===== src/rtl/stopwatch_pkg.sv =====
`default_nettype none
// ============================================================================
// stopwatch_pkg : controller state encoding and default timing constants
// Rev 1.0
// ============================================================================
package stopwatch_pkg;

  typedef enum logic [1:0] {
    ST_RUN   = 2'd0,
    ST_PAUSE = 2'd1,
    ST_ADJ   = 2'd2
  } state_t;

  localparam int DEF_DIV_1HZ    = 100_000_000;
  localparam int DEF_DIV_2HZ    = 50_000_000;
  localparam int DEF_DEB_CYCLES = 500_000;

  function automatic int cnt_width(input int n);
    return (n > 1) ? $clog2(n) : 1;
  endfunction

endpackage
`default_nettype wire


===== src/rtl/btn_debounce.sv =====
`default_nettype none
// ============================================================================
// btn_debounce : 2-FF synchroniser, stable-level filter and press detector
// Rev 1.0
// ============================================================================
module btn_debounce
  import stopwatch_pkg::*;
#(
  parameter int DEB_CYCLES = DEF_DEB_CYCLES
) (
  input  logic clk,
  input  logic rst,
  input  logic btn_in,
  output logic level,
  output logic press
);

  localparam int             W         = cnt_width(DEB_CYCLES);
  localparam logic [W-1:0]   C_CNT_MAX = W'(DEB_CYCLES - 1);

  logic         sync1;
  logic         sync2;
  logic [W-1:0] stable_cnt;

  // stable_cnt counts consecutive cycles the synchronised input disagrees
  // with the accepted level; any agreeing cycle restarts the count.
  always_ff @(posedge clk or posedge rst) begin
    if (rst) begin
      sync1      <= 1'b0;
      sync2      <= 1'b0;
      stable_cnt <= '0;
      level      <= 1'b0;
      press      <= 1'b0;
    end else begin
      sync1 <= btn_in;
      sync2 <= sync1;
      press <= 1'b0;
      if (sync2 == level) begin
        stable_cnt <= '0;
      end else if (stable_cnt == C_CNT_MAX) begin
        stable_cnt <= '0;
        level      <= sync2;
        press      <= sync2;
      end else begin
        stable_cnt <= W'(stable_cnt + 1);
      end
    end
  end

endmodule
`default_nettype wire


===== src/rtl/stopwatch_ctrl.sv =====
`default_nettype none
// ============================================================================
// stopwatch_ctrl : RUN/PAUSE/ADJ sequencer driving the stopwatch counter.
// Optional lap/display-hold feature enabled by defining STOPWATCH_LAP_EN.
// Rev 1.0
// ============================================================================
module stopwatch_ctrl
  import stopwatch_pkg::*;
#(
  parameter int DIV_1HZ    = DEF_DIV_1HZ,
  parameter int DIV_2HZ    = DEF_DIV_2HZ,
  parameter int DEB_CYCLES = DEF_DEB_CYCLES
) (
  input  logic clk,
  input  logic rst,
  input  logic btn_pause,
  input  logic btn_clr,
  input  logic sw_adj,
  input  logic sw_sel,
`ifdef STOPWATCH_LAP_EN
  input  logic btn_lap,
  output logic disp_hold,
`endif
  output logic cnt_en,
  output logic cnt_clr,
  output logic adj_sec_inc,
  output logic adj_min_inc,
  output logic blink,
  output logic paused
);

  localparam int            W1         = cnt_width(DIV_1HZ);
  localparam int            W2         = cnt_width(DIV_2HZ);
  localparam logic [W1-1:0] C_PRE1_MAX = W1'(DIV_1HZ - 1);
  localparam logic [W2-1:0] C_PRE2_MAX = W2'(DIV_2HZ - 1);

  state_t        state_q, state_d;
  logic [W1-1:0] pre1_q, pre1_d;
  logic [W2-1:0] pre2_q, pre2_d;
  logic          tick1, tick2;
  logic          adj_s1, adj_s, sel_s1, sel_s;
  logic          pause_press, clr_press, pause_level, clr_level;
  logic          cnt_en_d, cnt_clr_d, sec_d, min_d, blink_d;
  logic          unused_levels;

  btn_debounce #(.DEB_CYCLES(DEB_CYCLES)) u_deb_pause (
    .clk(clk), .rst(rst), .btn_in(btn_pause), .level(pause_level), .press(pause_press)
  );

  btn_debounce #(.DEB_CYCLES(DEB_CYCLES)) u_deb_clr (
    .clk(clk), .rst(rst), .btn_in(btn_clr), .level(clr_level), .press(clr_press)
  );

`ifdef STOPWATCH_LAP_EN
  logic lap_press, lap_level, hold_d;

  btn_debounce #(.DEB_CYCLES(DEB_CYCLES)) u_deb_lap (
    .clk(clk), .rst(rst), .btn_in(btn_lap), .level(lap_level), .press(lap_press)
  );

  assign unused_levels = pause_level ^ clr_level ^ lap_level;
`else
  assign unused_levels = pause_level ^ clr_level;
`endif

  assign tick1 = (pre1_q == C_PRE1_MAX);
  assign tick2 = (pre2_q == C_PRE2_MAX);

  always_ff @(posedge clk or posedge rst) begin
    if (rst) begin
      adj_s1 <= 1'b0;
      adj_s  <= 1'b0;
      sel_s1 <= 1'b0;
      sel_s  <= 1'b0;
    end else begin
      adj_s1 <= sw_adj;
      adj_s  <= adj_s1;
      sel_s1 <= sw_sel;
      sel_s  <= sel_s1;
    end
  end

  // A clear press owns its cycle: no state change, no count or adjust pulse.
  always_comb begin
    state_d   = state_q;
    pre1_d    = pre1_q;
    pre2_d    = pre2_q;
    blink_d   = blink;
    cnt_en_d  = 1'b0;
    cnt_clr_d = clr_press;
    sec_d     = 1'b0;
    min_d     = 1'b0;
    if (clr_press) begin
      pre1_d = '0;
    end
    unique case (state_q)
      ST_RUN: begin
        if (!clr_press) begin
          cnt_en_d = tick1;
          pre1_d   = tick1 ? '0 : W1'(pre1_q + 1);
          if (adj_s) begin
            state_d = ST_ADJ;
            pre2_d  = '0;
          end else if (pause_press) begin
            state_d = ST_PAUSE;
          end
        end
      end
      ST_PAUSE: begin
        if (!clr_press) begin
          if (adj_s) begin
            state_d = ST_ADJ;
            pre2_d  = '0;
          end else if (pause_press) begin
            state_d = ST_RUN;
            pre1_d  = '0;
          end
        end
      end
      ST_ADJ: begin
        pre2_d = tick2 ? '0 : W2'(pre2_q + 1);
        if (tick2) begin
          blink_d = ~blink;
        end
        if (!clr_press) begin
          sec_d = tick2 & ~sel_s;
          min_d = tick2 &  sel_s;
          if (!adj_s) begin
            state_d = ST_RUN;
            pre1_d  = '0;
            blink_d = 1'b0;
          end
        end
      end
      default: begin
        state_d = ST_RUN;
        pre1_d  = '0;
        blink_d = 1'b0;
      end
    endcase
`ifdef STOPWATCH_LAP_EN
    hold_d = disp_hold;
    if (cnt_clr_d || state_d != ST_RUN) begin
      hold_d = 1'b0;
    end else if (state_q == ST_RUN && lap_press) begin
      hold_d = ~disp_hold;
    end
`endif
  end

  always_ff @(posedge clk or posedge rst) begin
    if (rst) begin
      state_q     <= ST_RUN;
      pre1_q      <= '0;
      pre2_q      <= '0;
      cnt_en      <= 1'b0;
      cnt_clr     <= 1'b0;
      adj_sec_inc <= 1'b0;
      adj_min_inc <= 1'b0;
      blink       <= 1'b0;
      paused      <= 1'b0;
`ifdef STOPWATCH_LAP_EN
      disp_hold   <= 1'b0;
`endif
    end else begin
      state_q     <= state_d;
      pre1_q      <= pre1_d;
      pre2_q      <= pre2_d;
      cnt_en      <= cnt_en_d;
      cnt_clr     <= cnt_clr_d;
      adj_sec_inc <= sec_d;
      adj_min_inc <= min_d;
      blink       <= blink_d;
      paused      <= (state_d == ST_PAUSE);
`ifdef STOPWATCH_LAP_EN
      disp_hold   <= hold_d;
`endif
    end
  end

endmodule
`default_nettype wire

===== config.mk =====
export PLATFORM = sky130hd
export DESIGN_NAME = stopwatch_ctrl
export DESIGN_NICKNAME = d
export VERILOG_FILES = /design/src/rtl/stopwatch_pkg.sv /design/src/rtl/btn_debounce.sv /design/src/rtl/stopwatch_ctrl.sv
export SDC_FILE = /design/constraint.sdc
export NUM_CORES = 1
export LEC_CHECK = 0
export BUFFER_PORTS_ARGS = -buffer_cell sky130_fd_sc_hd__buf_2
export CORE_MARGIN = 2
export CORE_UTILIZATION = 32
export CTS_BUF_LIST = sky130_fd_sc_hd__clkbuf_4 sky130_fd_sc_hd__clkbuf_8
export CTS_CLUSTER_DIAMETER = 40
export CTS_CLUSTER_SIZE = 12
export DETAILED_ROUTE_END_ITERATION = 8
export GPL_TIMING_DRIVEN = 0
export PLACE_DENSITY = 0.53
export SLEW_MARGIN = 25
export SYNTH_ARGS = -nofsm -noshare
export SYNTH_HDL_FRONTEND = slang
export SYNTH_SLANG_ARGS = --single-unit

===== constraint.sdc =====
create_clock -name clk -period 3.4 [get_ports clk]
set_input_delay 0 -clock clk [delete_from_list [all_inputs] [get_ports clk]]
set_output_delay 0 -clock clk [all_outputs]
set_load 0.005 [all_outputs]

* Word-level counts from Yosys, hierarchy flattened *
Cells that the tools add are included.

cells by class
  add/sub/neg operators = 4
  multipliers = 0
  div/mod/pow operators = 0
  magnitude comparators = 0
  equality and inequality tests = 11
  shifts and indexed selects = 0
  muxes and demuxes = 40
  bitwise operators = 6
  reductions and logical operators = 6

operator list
  operator                 count
  $mux W27                 8
  $pmux W27 S3             1
  $mux W26                 3
  $mux W19                 4
  $pmux W26 S2             1
  $add A19 B1 Y19 const B  2
  $eq A19 B19 Y1 const B   2
  $add A27 B1 Y27 const B  1
  $eq A27 B27 Y1 const B   1
  $add A26 B1 Y26 const B  1
  $eq A26 B26 Y1 const B   1
  $mux W2                  8
  $mux W1                  13
  $pmux W2 S3              1
  $eq A2 B1 Y1 const B     2
  $not A1 Y1               4
  $reduce_and A2 Y1        2
  $reduce_and A3 Y1        1
  $and A1 B1 Y1            2
  $eq A1 B1 Y1             2
  $eq A2 B2 Y1 const B     1
  $logic_not A2 Y1         1
  $ne A2 B1 Y1 const B     1
  $ne A2 B2 Y1 const B     1
  other kinds (3)          3

word-level totals
  register bits after elaboration = 111
  bits in latches = 0
  bits in writable memories = 0
  memory bits (read-only) = 0
  input port bits = 6
  output and inout port bits = 6
  word-level logic and storage cells = 90
  memories kept = 0

* Longest topological paths before layout *
  depth in word-level cells = 5
  depth in mapped cells = 9
  mapped depth without buffers = 6

* Modules after synthesis *
From an unflattened synthesis, not the netlist that was laid out.

second synthesis, totals
  cell total of the unflattened synthesis = 584
  area, all modules = 5795.6 sq um

by module, submodules not included
  module          instances  cells each  area each (sq um)  seq. area each (sq um)
  stopwatch_ctrl  1          368         3488.3             1626.6
  btn_debounce    2          108         1153.6             575.6

* Worst setup path after synthesis *
Ideal clock, no wire load.

  path kind = register to register
  start point = register pre1_q[0]
  end point = register pre1_q[11]
  library setup time = 82 ps
  data arrival time = 1919 ps
  data required time = 3318 ps
  path slack = 1399 ps
  cell stages (with the launch flop) = 10
  buffers on the path = 3
  clock period less this slack = 2001 ps
  cells stage by stage = dfrtp_1 ha_1 and4_4 and4_1 buf_2 a31oi_1 buf_2 buf_4 nand2_1 a31oi_1

between the ends
  longest elaborated chain between the ends = 4
  elaborated cells between the ends (all ways) = 5
  those cells by class = 1 x add/sub; 1 x eq/ne; 3 x mux

ends and longest elaborated chain
  what                                                      line                                         source
  start: declaration                                        stopwatch_ctrl.sv:38                         logic [W1-1:0] pre1_q, pre1_d;
  start signal: assignment                                  stopwatch_ctrl.sv:167                        pre1_q <= pre1_d;
  $add A27 B1 Y27 / $eq A27 B27 Y1 (equally long branches)  stopwatch_ctrl.sv:100, stopwatch_ctrl.sv:66
  $mux W27 (*)                                              stopwatch_ctrl.sv:100                        pre1_d = tick1 ? '0 : W1'(pre1_q + 1);
  $mux W27 (*)                                              stopwatch_ctrl.sv:98                         if (!clr_press) begin
  $pmux W27 S3 (*)                                          stopwatch_ctrl.sv:96                         unique case (state_q)
  net pre1_d[11]                                            stopwatch_ctrl.sv:38

The timed path passes the listed nets; every way through them passes the cells marked *.
A chain may end at the register's enable or synchronous reset.

* Worst setup path in the final report *
  start point = register pre1_q[0]
  end point = register pre1_q[25]

Same word-level chain as after synthesis.

==> flow_metrics.tcl <==
set metrics [dict create \
    status "finished, final reports clean" \
    area_delta_synth_final_pct 11.03 \
    htree_levels 3 \
    timing.rr.start "pre1_q[0]" \
    final_max_slew_viol_count 0 \
    timing.fmax_mhz 418.2 \
    total_power_w 0.002497 \
    switching_share_pct 26.61 \
    final_nets 613 \
    crit_chain "ha_1, and4_4, and4_1, buf_2, a31oi_1, buf_2, buf_4, nand2_1, a31oi_1" \
    cap_violations 0 \
    yosys_register_bits 111 \
    synth_cell_types 54 \
    clkSinkCount 111 \
    ys_warn_count 0 \
    drtAntennaViolNets 0 \
    vias 4342 \
    syn_nets 585 \
    hold_class "in2async" \
    netlist_area_um2 5604 \
    pin_count 12 \
    numPortBuffers 11 \
    rsz0062_at_grt "no" \
    postLayoutSetupSlackWorst_ps 1009 \
    fin_worst_skew_ps 8.142 \
    cp_max_fo 10 \
    cts_setup_buffers 0 \
    ff2ff_setup_slack_ps 1010 \
    regToRegEndpoint "pre1_q[25]" \
    clkPwrFrac_pct 32.6 \
    slowest_stage "dfrtp_1" \
    grt_pass1_vias 4269 \
    crit_path_end_kind "flop" \
    diodes 0 \
    finalSetupViolations 0 \
    wirelength_mm 12.15 \
    synth_flop_cell "dfrtp_1" \
    clk_pin_slew_worst_paths_ps 100 \
    async_flop_share_pct 100.0 \
    cts_tree "yes" \
    viasPerCell 5.219 \
    p_seq_share_pct 57.9 \
    grt_pass1_wl_mm 21.05 \
    start_util_pct 32.51 \
    antenna_found_initial 0 \
    drt_first_pass_iters 5 \
    powerDensity_nw_per_um2 401.3 \
    leakage_nw 2.692 \
    rr_worst_depth 9 \
    die-height_um 136.3 \
    critPathArrivalTime_ps 2690 \
    crit_path_start_kind "flop" \
    dpl_worst_slack_ps 1054 \
    tightest_slew_ps 758.2 \
    grt_use_total_pct 14.23 \
    finalHoldViolations 0 \
    final_util_pct 36.10 \
    relSlewSlack_pct 48.99 \
    synth_edf_count 0 \
    final_cell_mix "dfrtp_1 (111), nor2_1 (66), nand3_1 (49)" \
    postSynthCellCount 575 \
    die_w_um 136.3 \
    cts_hold_repair.buffers 5 \
    cts_buffer_depth 2 \
    setup.worst_path.end "pre1_q[25]" \
    grt_max_degree 57 \
    drive_above_1_share_pct 10.54 \
    drt_iter0_markers 285 \
    dp_hpwl_mm 8.197 \
    period_needed_ps 2391 \
    ir_drop_v 0.0003687 \
    crit_required_ps 3700 \
    post-route-period-util_pct 70.33 \
    yosysSeqAreaShare_pct 49.56 \
    numCtsBuffers 9 \
    grt_overflow 0 \
    clk_latency_ps 380 \
    drc 0 \
    postCtsResizedCells 0 \
    syn_area_per_cell_um2 9.746 \
    critPathMaxStageDelay_ps 460 \
    dieArea_um2 18590 \
    p_sw_w 0.0006645 \
    combPwrFrac_pct 9.5 \
    wl_per_cell_um 14.61 \
    num_rows 48 \
    final_common_cell "dfrtp_1" \
    cp-startpoint "pre1_q[0]" \
    intPower_w 0.001832 \
    cts_root_buffer "clkbuf_8" \
    gp_congestion 0.8363 \
    path_class "reg2reg" \
    core_area_um2 17240 \
]
==> layer usage <==
layer | vias up | wire [µm] | track usage (%)
met2 | 67 | 5813 | 22.75
met4 | 0 | 105 | 3.993
li1 | 2149 | - | -
met1 | 2118 | 5813 | 19.06
met5 | - | 0 | 0
met3 | 8 | 422 | 3.729
==> critical path, delay by kind of cell, from the launching register on <==
kind	cells	cell delay (ps)
buffers and inverters	3	700
flip-flops	1	460
AND/OR/NAND/NOR	3	450
AO/OA/AOI/OAI	2	420
adder cells (fa/ha/maj)	1	270
==> metrics by stage <==
stage / setup TNS, ps / cells / hold WS [ps] / instance area, µm²
CTS: 0 / 832 / 216.1 / 6222
global route: 0 / 832 / 224.9 / 6222
detailed placement: 0 / 812 / 84.27 / 5973
floorplan: 0 / 575 / 31.43 / 5604
global placement: -97990 / 811 / 109.0 / 5941
finish: 0 / 832 / 213.0 / 6222
==> synth_stat cells, drive strengths merged (2+ instances only) <==
library cell,instances,area share [%]
dfrtp,111,50
nor2,66,4.4
nand3,50,4.6
nand2,41,2.7
a21oi,28,2.5
a31oi,26,2.9
xor2,25,3.9
nand4,23,2.6
and3,18,2.0
buf,16,1.9
o21ai,16,1.4
xnor2,14,2.2
and4,12,1.9
nor3,12,1.1
a21o,11,1.5
inv,10,0.67
clkbuf,9,0.65
nand2b,9,1.0
or3,9,1.1
mux2i,8,1.4
nor4,8,1.7
a22o,6,0.94
and2,5,0.56
a41oi,4,0.63
ha,4,0.89
a31o,3,0.47
o31a,3,0.47
or2,3,0.33
or4,3,0.47
mux2,2,0.40
nand4b,2,0.31
nor2b,2,0.22
nor3b,2,0.27
o22ai,2,0.22
o31ai,2,0.36
or4bb,2,0.40
==> layout make-up <==
| class | count | area, µm² |
|---|---|---|
| inverters | 10 | 42.54 |
| repair buffers | 17 | 132.6 |
| fillers | 1716 | 11010 |
| clock inverters | 4 | 53.80 |
| flip-flops and latches | 111 | 2778 |
| plain buffers | 25 | 145.1 |
| well taps | 225 | 281.5 |
| multi-input cells | 429 | 2644 |
| clock buffers | 11 | 145.1 |
==> flip-flops by register name, summed over array words and instances, names as in the netlist, 2 cells and up <==
signal and count:
pre1_q 27, u_deb_pause.stable_cnt 19, pre2_q 26, state_q 2
u_deb_clr.stable_cnt 19
==> how the worst min path moves through the flow <==
| stage | startpoint | to | cells past startpoint |
|---|---|---|---|
| 4_1_cts | rst | pre1_q[7] | 3 |
| 3_5_place_dp | rst | pre1_q[7] | 2 |
| 2_1_floorplan | sw_adj | adj_s1 | 0 |
| 6_report | rst | pre1_q[7] | 3 |
| 5_1_grt | btn_clr | u_deb_clr.sync1 | 2 |
| 3_3_place_gp | btn_clr | u_deb_clr.sync1 | 1 |
==> cell families (layout without fill, tap and decap cells) <==
| family | after synthesis | count (layout) | share of synthesized area [%] |
|---|---|---|---|
| AOI/OAI and AO/OA | 106 | 106 | 12.17 |
| xor gates and xnor gates | 39 | 39 | 6.095 |
| adders and majority gates | 4 | 4 | 0.8931 |
| buffers and inverters | 35 | 67 | 3.260 |
| DFF | 111 | 111 | 49.56 |
| muxes | 10 | 10 | 1.831 |
| and+or+nand+nor | 270 | 270 | 26.19 |
==> power by group through the flow <==
| stage | logic (W) | clock network [W] | registers, W |
|---|---|---|---|
| 2_1_floorplan | 0.000175 | 0 | 0.00145 |
| 3_3_place_gp | 0.000227 | 0 | 0.00147 |
| 3_5_place_dp | 0.000236 | 0 | 0.00147 |
| 4_1_cts | 0.000242 | 0.000856 | 0.00144 |
| 5_1_grt | 0.000273 | 0.000910 | 0.00146 |
| 6_report | 0.000237 | 0.000815 | 0.00145 |
Note: power is estimated with default switching activity, not from simulation.
